==> config.mk <==
export PLATFORM = sky130hd
export DESIGN_NAME = axi_read_addr_arbiter
export DESIGN_NICKNAME = d
export VERILOG_FILES = /design/src/rtl/axi_read_addr_arbiter.sv
export SDC_FILE = /design/constraint.sdc
export NUM_CORES = 1
export LEC_CHECK = 0
export CAP_MARGIN = 0
export CELL_PAD_IN_SITES_DETAIL_PLACEMENT = 2
export CELL_PAD_IN_SITES_GLOBAL_PLACEMENT = 2
export CORE_UTILIZATION = 21
export DETAILED_ROUTE_END_ITERATION = 6
export PLACE_DENSITY_LB_ADDON = 0.1
export SYNTH_ARGS = -nofsm -noshare
export SYNTH_HDL_FRONTEND = slang
export SYNTH_SLANG_ARGS = --single-unit
==> constraint.sdc <==
create_clock -name ACLK -period 2.9 [get_ports ACLK]
set_clock_uncertainty 0.05 [all_clocks]
set_input_delay 0.435 -clock ACLK [delete_from_list [all_inputs] [get_ports ACLK]]
set_output_delay 0.435 -clock ACLK [all_outputs]
set_load 0.1 [all_outputs]
==> src/rtl/axi_read_addr_arbiter.sv <==
`default_nettype none
// ============================================================================
// Module   : axi_read_addr_arbiter
// Brief    : AR-channel round-robin arbiter and address decoder for the
//            2-master / 6-slave AXI interconnect. The grant is held until the
//            winner's RLAST handshake. Optional macro AR_TIMEOUT_EN adds a
//            DATA-phase watchdog with a sticky TIMEOUT_ERR output.
// Revision : 1.0 - initial release
// ============================================================================
module axi_read_addr_arbiter #(
    parameter int ADDR_W = 32,
    parameter int ID_W   = 4
) (
    input  logic              ACLK,
    input  logic              ARESET,
    input  logic [ID_W-1:0]   ARID_M0,
    input  logic [ADDR_W-1:0] ARADDR_M0,
    input  logic [3:0]        ARLEN_M0,
    input  logic [2:0]        ARSIZE_M0,
    input  logic [1:0]        ARBURST_M0,
    input  logic              ARVALID_M0,
    output logic              ARREADY_M0,
    input  logic [ID_W-1:0]   ARID_M1,
    input  logic [ADDR_W-1:0] ARADDR_M1,
    input  logic [3:0]        ARLEN_M1,
    input  logic [2:0]        ARSIZE_M1,
    input  logic [1:0]        ARBURST_M1,
    input  logic              ARVALID_M1,
    output logic              ARREADY_M1,
    output logic [ID_W+3:0]   ARID_S,
    output logic [ADDR_W-1:0] ARADDR_S,
    output logic [3:0]        ARLEN_S,
    output logic [2:0]        ARSIZE_S,
    output logic [1:0]        ARBURST_S,
    output logic              ARVALID_S0,
    output logic              ARVALID_S1,
    output logic              ARVALID_S2,
    output logic              ARVALID_S3,
    output logic              ARVALID_S4,
    output logic              ARVALID_S5,
    output logic              ARVALID_SD,
    input  logic              ARREADY_S0,
    input  logic              ARREADY_S1,
    input  logic              ARREADY_S2,
    input  logic              ARREADY_S3,
    input  logic              ARREADY_S4,
    input  logic              ARREADY_S5,
    input  logic              ARREADY_SD,
    input  logic              RVALID_M0,
    input  logic              RREADY_M0,
    input  logic              RLAST_M0,
    input  logic              RVALID_M1,
    input  logic              RREADY_M1,
    input  logic              RLAST_M1,
    output logic [3:0]        AR_arbiter,
`ifdef AR_TIMEOUT_EN
    output logic              TIMEOUT_ERR,
`endif
    output logic [1:0]        cs
);

    localparam logic [1:0] c_IDLE = 2'd0;
    localparam logic [1:0] c_ADDR = 2'd1;
    localparam logic [1:0] c_DATA = 2'd2;
    localparam logic [2:0] c_SD   = 3'd6;

    // Slave index 0..5 for the mapped windows, 6 for the default slave
    function automatic logic [2:0] f_decode(input logic [ADDR_W-1:0] addr);
        logic [2:0] slv;
        slv = c_SD;
        if (addr <= ADDR_W'(32'h0000_3FFF))
            slv = 3'd0;
        else if (addr >= ADDR_W'(32'h0001_0000) && addr <= ADDR_W'(32'h0001_FFFF))
            slv = 3'd1;
        else if (addr >= ADDR_W'(32'h0002_0000) && addr <= ADDR_W'(32'h0002_FFFF))
            slv = 3'd2;
        else if (addr >= ADDR_W'(32'h1000_0000) && addr <= ADDR_W'(32'h1000_03FF))
            slv = 3'd3;
        else if (addr >= ADDR_W'(32'h1001_0000) && addr <= ADDR_W'(32'h1001_03FF))
            slv = 3'd4;
        else if (addr >= ADDR_W'(32'h2000_0000) && addr <= ADDR_W'(32'h201F_FFFF))
            slv = 3'd5;
        return slv;
    endfunction

    logic [1:0]        r_cs;
    logic [1:0]        w_cs_next;
    logic              r_master;
    logic              r_rr_ptr;
    logic [2:0]        r_slave;
    logic [ID_W+3:0]   r_arid_s;
    logic [ADDR_W-1:0] r_araddr;
    logic [3:0]        r_arlen;
    logic [2:0]        r_arsize;
    logic [1:0]        r_arburst;
    logic [3:0]        r_ar_arbiter;

    logic              w_any;
    logic              w_win;
    logic [2:0]        w_dec;
    logic [6:0]        w_svalid;
    logic [6:0]        w_sready;
    logic              w_s_ready;
    logic              w_r_beat;
    logic              w_r_last_hs;
    logic              w_timeout;

    assign w_any = ARVALID_M0 | ARVALID_M1;
    // The RR pointer only matters when both masters request together
    assign w_win = (ARVALID_M0 && ARVALID_M1) ? r_rr_ptr : ARVALID_M1;
    assign w_dec = f_decode(w_win ? ARADDR_M1 : ARADDR_M0);

    assign w_svalid  = (r_cs == c_ADDR) ? (7'd1 << r_slave) : 7'd0;
    assign w_sready  = {ARREADY_SD, ARREADY_S5, ARREADY_S4, ARREADY_S3,
                        ARREADY_S2, ARREADY_S1, ARREADY_S0};
    assign w_s_ready = |(w_svalid & w_sready);

    assign w_r_beat    = r_master ? (RVALID_M1 & RREADY_M1) : (RVALID_M0 & RREADY_M0);
    assign w_r_last_hs = w_r_beat & (r_master ? RLAST_M1 : RLAST_M0);

    always_comb begin
        w_cs_next = r_cs;
        case (r_cs)
            c_IDLE:  if (w_any) w_cs_next = c_ADDR;
            c_ADDR:  if (w_s_ready) w_cs_next = c_DATA;
            c_DATA:  if (w_r_last_hs || w_timeout) w_cs_next = c_IDLE;
            default: w_cs_next = c_IDLE;
        endcase
    end

    always_ff @(posedge ACLK or posedge ARESET) begin
        if (ARESET) r_cs <= c_IDLE;
        else        r_cs <= w_cs_next;
    end

    always_ff @(posedge ACLK or posedge ARESET) begin
        if (ARESET) begin
            r_master     <= 1'b0;
            r_rr_ptr     <= 1'b0;
            r_slave      <= 3'd0;
            r_arid_s     <= '0;
            r_araddr     <= '0;
            r_arlen      <= 4'd0;
            r_arsize     <= 3'd0;
            r_arburst    <= 2'd0;
            r_ar_arbiter <= 4'd0;
        end else begin
            if (r_cs == c_IDLE && w_any) begin
                r_master     <= w_win;
                r_slave      <= w_dec;
                r_ar_arbiter <= {w_dec + 3'd1, w_win};
                r_arid_s     <= w_win ? {4'h2, ARID_M1} : {4'h1, ARID_M0};
                r_araddr     <= w_win ? ARADDR_M1 : ARADDR_M0;
                r_arlen      <= w_win ? ARLEN_M1 : ARLEN_M0;
                r_arsize     <= w_win ? ARSIZE_M1 : ARSIZE_M0;
                r_arburst    <= w_win ? ARBURST_M1 : ARBURST_M0;
            end else if (w_cs_next == c_IDLE) begin
                r_ar_arbiter <= 4'd0;
            end
            if (r_cs == c_DATA && w_cs_next == c_IDLE)
                r_rr_ptr <= ~r_master;
        end
    end

`ifdef AR_TIMEOUT_EN
    logic [7:0] r_to_cnt;
    logic       r_timeout_err;

    // The counter would reach 255 on the edge that leaves DATA, so 255 DATA cycles max
    assign w_timeout = (r_cs == c_DATA) && !w_r_beat && (r_to_cnt == 8'd254);

    always_ff @(posedge ACLK or posedge ARESET) begin
        if (ARESET) begin
            r_to_cnt      <= 8'd0;
            r_timeout_err <= 1'b0;
        end else begin
            if (r_cs != c_DATA || w_r_beat || w_timeout) r_to_cnt <= 8'd0;
            else                                         r_to_cnt <= r_to_cnt + 8'd1;
            if (w_timeout) r_timeout_err <= 1'b1;
        end
    end

    assign TIMEOUT_ERR = r_timeout_err;
`else
    assign w_timeout = 1'b0;
`endif

    assign ARREADY_M0 = w_s_ready & ~r_master;
    assign ARREADY_M1 = w_s_ready &  r_master;

    assign ARVALID_S0 = w_svalid[0];
    assign ARVALID_S1 = w_svalid[1];
    assign ARVALID_S2 = w_svalid[2];
    assign ARVALID_S3 = w_svalid[3];
    assign ARVALID_S4 = w_svalid[4];
    assign ARVALID_S5 = w_svalid[5];
    assign ARVALID_SD = w_svalid[6];

    assign ARID_S     = r_arid_s;
    assign ARADDR_S   = r_araddr;
    assign ARLEN_S    = r_arlen;
    assign ARSIZE_S   = r_arsize;
    assign ARBURST_S  = r_arburst;
    assign AR_arbiter = r_ar_arbiter;
    assign cs         = r_cs;

endmodule
`default_nettype wire

### After elaboration in Yosys (flattened, before gate mapping)

Index checks and enable logic that the tools add are counted.
Widths: inputs -> output; s select.

| storage, ports and cells | value |
|---|---|
| bits in registers | 60 |
| word-level logic and storage cells | 66 |
| output and inout bits | 64 |

| cells by class | value |
|---|---|
| bitwise logic cells | 8 |
| shifts and indexed selects | 1 |
| reduce and logical (&&, ||, !) cells | 12 |
| $add $sub $neg | 1 |
| mux-type cells | 21 |
| eq/ne operators | 2 |
| order comparisons | 11 |

Operators by type and width:

| kind | count |
|---|---|
| $ge 32x29->1 const B | 2 |
| $le 32x29->1 const B | 2 |
| $ge 32x17->1 const B | 1 |
| $ge 32x18->1 const B | 1 |
| $ge 32x30->1 const B | 1 |
| $le 32x14->1 const B | 1 |
| $le 32x17->1 const B | 1 |
| $le 32x18->1 const B | 1 |
| $le 32x30->1 const B | 1 |
| $mux 32 | 1 |
| $mux 3 | 5 |
| $mux 2 | 6 |
| $mux 4 | 3 |
| $logic_and 1x1->1 | 8 |
| $and 7x7->7 | 1 |
| $mux 7 | 1 |
| $reduce_or 7->1 | 1 |
| $shl 1x3->7 const A | 1 |
| $mux 6 | 1 |
| $pmux 2 s3 | 1 |
| $and 1x1->1 | 5 |
| $logic_not 2->1 | 2 |
| $add 3x1->3 const B | 1 |
| $mux 1 | 3 |
| 5 further kinds | 5 |

### Logic depth before layout (Yosys ltp)

Gate-level depths: netlist of the first run.

| depth | value |
|---|---|
| depth after elaboration | 13 |
| gate-level depth with buffers | 11 |

### Worst setup path after synthesis of the first run

Ideal clock, no wire load.

| timing path | value |
|---|---|
| path type | register to output |
| start point | register r_cs[0], in the netlist cs[0] |
| end point | output port ARVALID_S1 |
| buffers on the path | 1 |
| required time | 2.415 ns |
| data arrival time | 4.354 ns |
| slack | -1.939 ns |
| cell stages (with the launch flop) | 4 |
| path through | dfrtp_1 -> nand2b_1 -> clkbuf_1 -> nor4b_1 |

| between the ends | value |
|---|---|
| longest elaborated chain between the ends | 2 |

RTL lines:

| what | RTL line | text |
|---|---|---|
| start, declared | 86 | `logic [1:0] r_cs;` |
| start signal, assigned | 132 | `if (ARESET) r_cs <= c_IDLE;` |
| start signal, assigned | 133 | `else r_cs <= w_cs_next;` |
| $eq 2x1->1 | 113 | `assign w_svalid = (r_cs == c_ADDR) ? (7'd1 << r_slave) : 7'd0;` |
| $mux 7 | 113 |  |
| end, declared | 36 | `output logic ARVALID_S1,` |

No other way between the ends.

### Worst setup path in the final report of the first run

| timing path | value |
|---|---|
| start point | input port ARADDR_M1[12] |
| end point | register r_ar_arbiter[3], in the netlist AR_arbiter[3] |

| between the ends | value |
|---|---|
| longest elaborated chain between the ends | 11 |
| elaborated cells on any way between the ends | 25 |

RTL lines:

| what | RTL line | text |
|---|---|---|
| start, declared | 24 | `input logic [ADDR_W-1:0] ARADDR_M1,` |
| $mux 32 (*) | 111 | `assign w_dec = f_decode(w_win ? ARADDR_M1 : ARADDR_M0);` |
| $ge 32x30->1 or $le 32x30->1 (tied branches) | 81 | `else if (addr >= ADDR_W'(32'h2000_0000) && addr <= ADDR_W'(32'h201F_FFFF))` |
| $logic_and 1x1->1 | 81 |  |
| $mux 2 | 81 |  |
| $mux 2 | 79 | `else if (addr >= ADDR_W'(32'h1001_0000) && addr <= ADDR_W'(32'h1001_03FF))` |
| $mux 3 | 77 | `else if (addr >= ADDR_W'(32'h1000_0000) && addr <= ADDR_W'(32'h1000_03FF))` |
| $mux 3 | 75 | `else if (addr >= ADDR_W'(32'h0002_0000) && addr <= ADDR_W'(32'h0002_FFFF))` |
| $mux 3 | 73 | `else if (addr >= ADDR_W'(32'h0001_0000) && addr <= ADDR_W'(32'h0001_FFFF))` |
| $mux 3 (*) | 71 | `if (addr <= ADDR_W'(32'h0000_3FFF))` |
| net w_dec[1] | 100 | `logic [2:0] w_dec;` |
| $add 3x1->3 (*) | 151 | `r_ar_arbiter <= {w_dec + 3'd1, w_win};` |
| $mux 4 (*) | 148 | `if (r_cs == c_IDLE && w_any) begin` |
| end signal, assigned | 151 |  |
| end, declared | 96 | `logic [3:0] r_ar_arbiter;` |

The timed path passes the listed nets; every way through them passes the cells marked *.
A chain may end at the register's enable or synchronous reset.

==> impl_metrics.tcl, run 1 <==
set metrics [dict create \
    outcome "complete, no violations" \
    multi_input_area_sq_mm 0.001529 \
    hold_path.class "reg2reg" \
    synth-edff-count 0 \
    cts_buffer_depth 2 \
    rsz0062_at_grt "false" \
    async_reset_ff_frac 1.000 \
    routabilityCongestion 0.7542 \
    criticalPathCategory "in2reg" \
    syn-instance-count 358 \
    die_w_microns 122.4 \
    crit_fanout 2 \
    timing.fmax_ghz 0.3768 \
    report.final.slew_viol_count 0 \
    ff2ff_setup_slack_ns 0.49 \
    drive_above_1_share 0.2272 \
    cts_buffers 9 \
    synth_fa_ha_area_frac 0.004108 \
    layout_commonest_cell "clkdlybuf4s50_1" \
    cts_setup_buffers 0 \
    vias 3401 \
    final_util 0.3807 \
    final_area_sq_mm 0.005325 \
    dp_cells 701 \
    period_share 0.9153 \
    h-tree-depth 3 \
    port_buffers 168 \
    setup_viol 0 \
    crit_arrival_ns 2.87 \
    p_sw_mw 4.319 \
    endpoint_kind "flop" \
    finalNetCount 640 \
    worst-endpoint-required_ns 3.12 \
    start_kind "primary input" \
    synth_compound_area_frac 0.1947 \
    placed_cell_area_sq_mm 0.004980 \
    routed_wl_microns 12300 \
    synthDistinctLibCells 56 \
    cts_resized 0 \
    firstDrtPassIters 4 \
    clock_latency_ns 0.33 \
    overflow 0 \
    place_ws_ns -0.09537 \
    grt_max_degree 43 \
    fillers 1577 \
    synth_xor_area_frac 0 \
    synth-main-ff-cell "dfrtp_1" \
    grt_usage 0.1724 \
    area_growth_pct 74.86 \
    via_per_inst 4.743 \
    leakage_nw 2.313 \
    grt_pass1_wl_microns 19510 \
    period_needed_ns 2.654 \
    worst_slew_pin_slew_ns 0.9258 \
    layout_common_cells "clkdlybuf4s50_1 (106), nand2_1 (101), buf_4 (76)" \
    dr.first_iter.drc_count 79 \
    coreArea_sq_mm 0.01399 \
    synth-simple-area-share 0.2605 \
    wl_per_cell_microns 17.15 \
    antenna_found_initial 0 \
    start_util 0.2177 \
    ys_seq_area_frac 0.4684 \
    holdBufCountCts 0 \
    synth_top_family_by_area "simple AND/OR/NAND/NOR gates" \
    hold_slack_ns 0.4187 \
    seq_area_sq_mm 0.001429 \
    dieArea_sq_mm 0.01499 \
    syn-cell-area_sq_mm 0.003045 \
    cts_root_buf "clkbuf_16" \
    max-cap-violations 0 \
    sw_frac_of_total 0.5803 \
    die_h_microns 122.4 \
    synth_seq_cells 57 \
    cts_sinks 57 \
    hold_viol_final 0 \
    cts_tree "yes" \
    p_comb_frac 0.644 \
    ant_nets 0 \
    final.setup.worst_slack_ns 0.2457 \
    final_cells 717 \
    synth.area.mux_share 0.01726 \
    power_density_mw_per_mm2 1398 \
    route.detailed.drc 0 \
    row_count 43 \
    seqPwrFrac 0.189 \
    grt_pass1_vias 3761 \
    diodes 0 \
    p_int_mw 3.123 \
    yosysWarnings 0 \
    syn_avg_cell_area_sq_um 8.507 \
    pwr-share-clk 0.166 \
    dpl.hpwl_microns 9698 \
    io_pins 171 \
    irDropWorstVdd_v 0.0005527 \
    maxSlewHeadroom 0.3805 \
    clkSlewWorstSetupHoldPaths_ns 0.05 \
]
## routing by layer
layer | vias to the layer above | track usage | part of all wire
li1 | 1610 | - | -
met1 | 1680 | 0.1888 | 0.40
met5 | - | 0 | 0
met4 | 0 | 0.04421 | 0.0085
met3 | 8 | 0.07481 | 0.084
met2 | 103 | 0.3027 | 0.51
## logic make-up (layout without fill, tap and decap cells)
logic type	count (synthesis)	after routing
AO/OA/AOI/OAI	82	82
adder cells (fa/ha/maj)	1	1
buffers and inverters	30	208
flip-flops	57	57
multiplexers	4	4
other	1	2
AND/OR/NAND/NOR	183	183
## power by group through the flow
stage                     Sequential (mW)  Clock [mW]  Combinational (mW)
after floorplan                      3.94           0                1.09
after global placement               1.41           0                4.79
after detailed placement             1.42           0                4.85
after CTS                            1.42        1.29                4.85
after global routing                 1.47        1.31                5.01
final                                1.41        1.24                4.80
## sequential cells by signal (all words and copies together) (netlist names)
name        cells
ARSIZE_S        3
ARID_S          5
ARBURST_S       2
r_slave         3
ARADDR_S       32
r_rr_ptr        1
r_master        1
ARLEN_S         4
AR_arbiter      4
cs              2
## final cells by class
class	count	share of cell area
repair buffers	189	0.3327
clock inverters	5	0.01927
inverters	3	0.004699
flip-flops and latches	57	0.2683
multi-input cells	272	0.2871
clock buffers	11	0.04558
well taps	180	0.04229
## cells in the mapped netlist, drive strengths merged (2+ instances only)
| master | n | area [sq um] |
|---|---|---|
| o211ai | 5 | 37.54 |
| a21boi | 2 | 18.77 |
| a211o | 2 | 17.52 |
| dfrtp | 57 | 1426 |
| buf | 11 | 78.82 |
| a21o | 3 | 22.52 |
| a31oi | 33 | 206.5 |
| nand2 | 102 | 385.4 |
| nand3 | 4 | 20.02 |
| nand4 | 4 | 25.02 |
| nand2b | 3 | 18.77 |
| o21a | 2 | 15.01 |
| nor3 | 8 | 40.04 |
| nor4b | 2 | 17.52 |
| a22oi | 14 | 105.1 |
| and2 | 2 | 13.77 |
| o21ai | 7 | 35.03 |
| nor4 | 5 | 31.28 |
| a221oi | 2 | 17.52 |
| nor2 | 43 | 163.9 |
| clkbuf | 16 | 60.06 |
| and3 | 2 | 13.77 |
| inv | 2 | 7.510 |
| nor3b | 2 | 15.01 |
| mux2i | 3 | 30.03 |
## stage by stage
stage	total power, mW	setup TNS [ns]
2_1_floorplan	5.030	-0.9436
3_3_place_gp	6.200	0
3_5_place_dp	6.273	-0.09537
4_1_cts	7.555	0
5_1_grt	7.788	0
6_report	7.443	0
## final timing paths
kind | startpoint | endpoint | depth (start not counted)
min | ARBURST_S[1]$_DFFE_PP0P_ | ARBURST_S[1]$_DFFE_PP0P_ | 2
min in group asynchronous | ARESET | ARBURST_S[0]$_DFFE_PP0P_ | 2
max | ARADDR_M1[12] | AR_arbiter[3]$_DFFE_PP0P_ | 11
max reg2reg | r_rr_ptr$_DFFE_PP0P_ | AR_arbiter[3]$_DFFE_PP0P_ | 9
min reg2reg | ARBURST_S[1]$_DFFE_PP0P_ | ARBURST_S[1]$_DFFE_PP0P_ | 2
max in group asynchronous | ARESET | ARADDR_S[14]$_DFFE_PP0P_ | 3
## worst max-delay path: stages
cell	delay [ns]
clkdlybuf4s50_1	0.43
nor4_1	0.38
nand2_1	0.14
a32o_1	0.29
o22ai_1	0.17
a31o_1	0.19
nand2_1	0.06
ha_1	0.20
nand2b_1	0.16
or3_1	0.33
nand3_1	0.08
No activity file was read; power rests on OpenSTA's default activity.
==> inputs of run 2 (changes only) <==
--- a/config.mk
+++ b/config.mk
@@ -11,6 +11,7 @@
 export CORE_UTILIZATION = 21
 export DETAILED_ROUTE_END_ITERATION = 6
 export PLACE_DENSITY_LB_ADDON = 0.1
+export SKIP_CTS_REPAIR_TIMING = 1
 export SYNTH_ARGS = -nofsm -noshare
 export SYNTH_HDL_FRONTEND = slang
 export SYNTH_SLANG_ARGS = --single-unit
==> results of run 2 <==
Final layout, timing and power as in run 1 (identical DEF).
==> inputs of run 3 (changes only) <==
--- a/config.mk
+++ b/config.mk
@@ -10,6 +10,7 @@
 export CELL_PAD_IN_SITES_GLOBAL_PLACEMENT = 2
 export CORE_UTILIZATION = 21
 export DETAILED_ROUTE_END_ITERATION = 6
+export GPL_ROUTABILITY_DRIVEN = 0
 export PLACE_DENSITY_LB_ADDON = 0.1
 export SKIP_CTS_REPAIR_TIMING = 1
 export SYNTH_ARGS = -nofsm -noshare
==> results of run 3 <==
Final layout, timing and power as in run 1 (identical DEF).
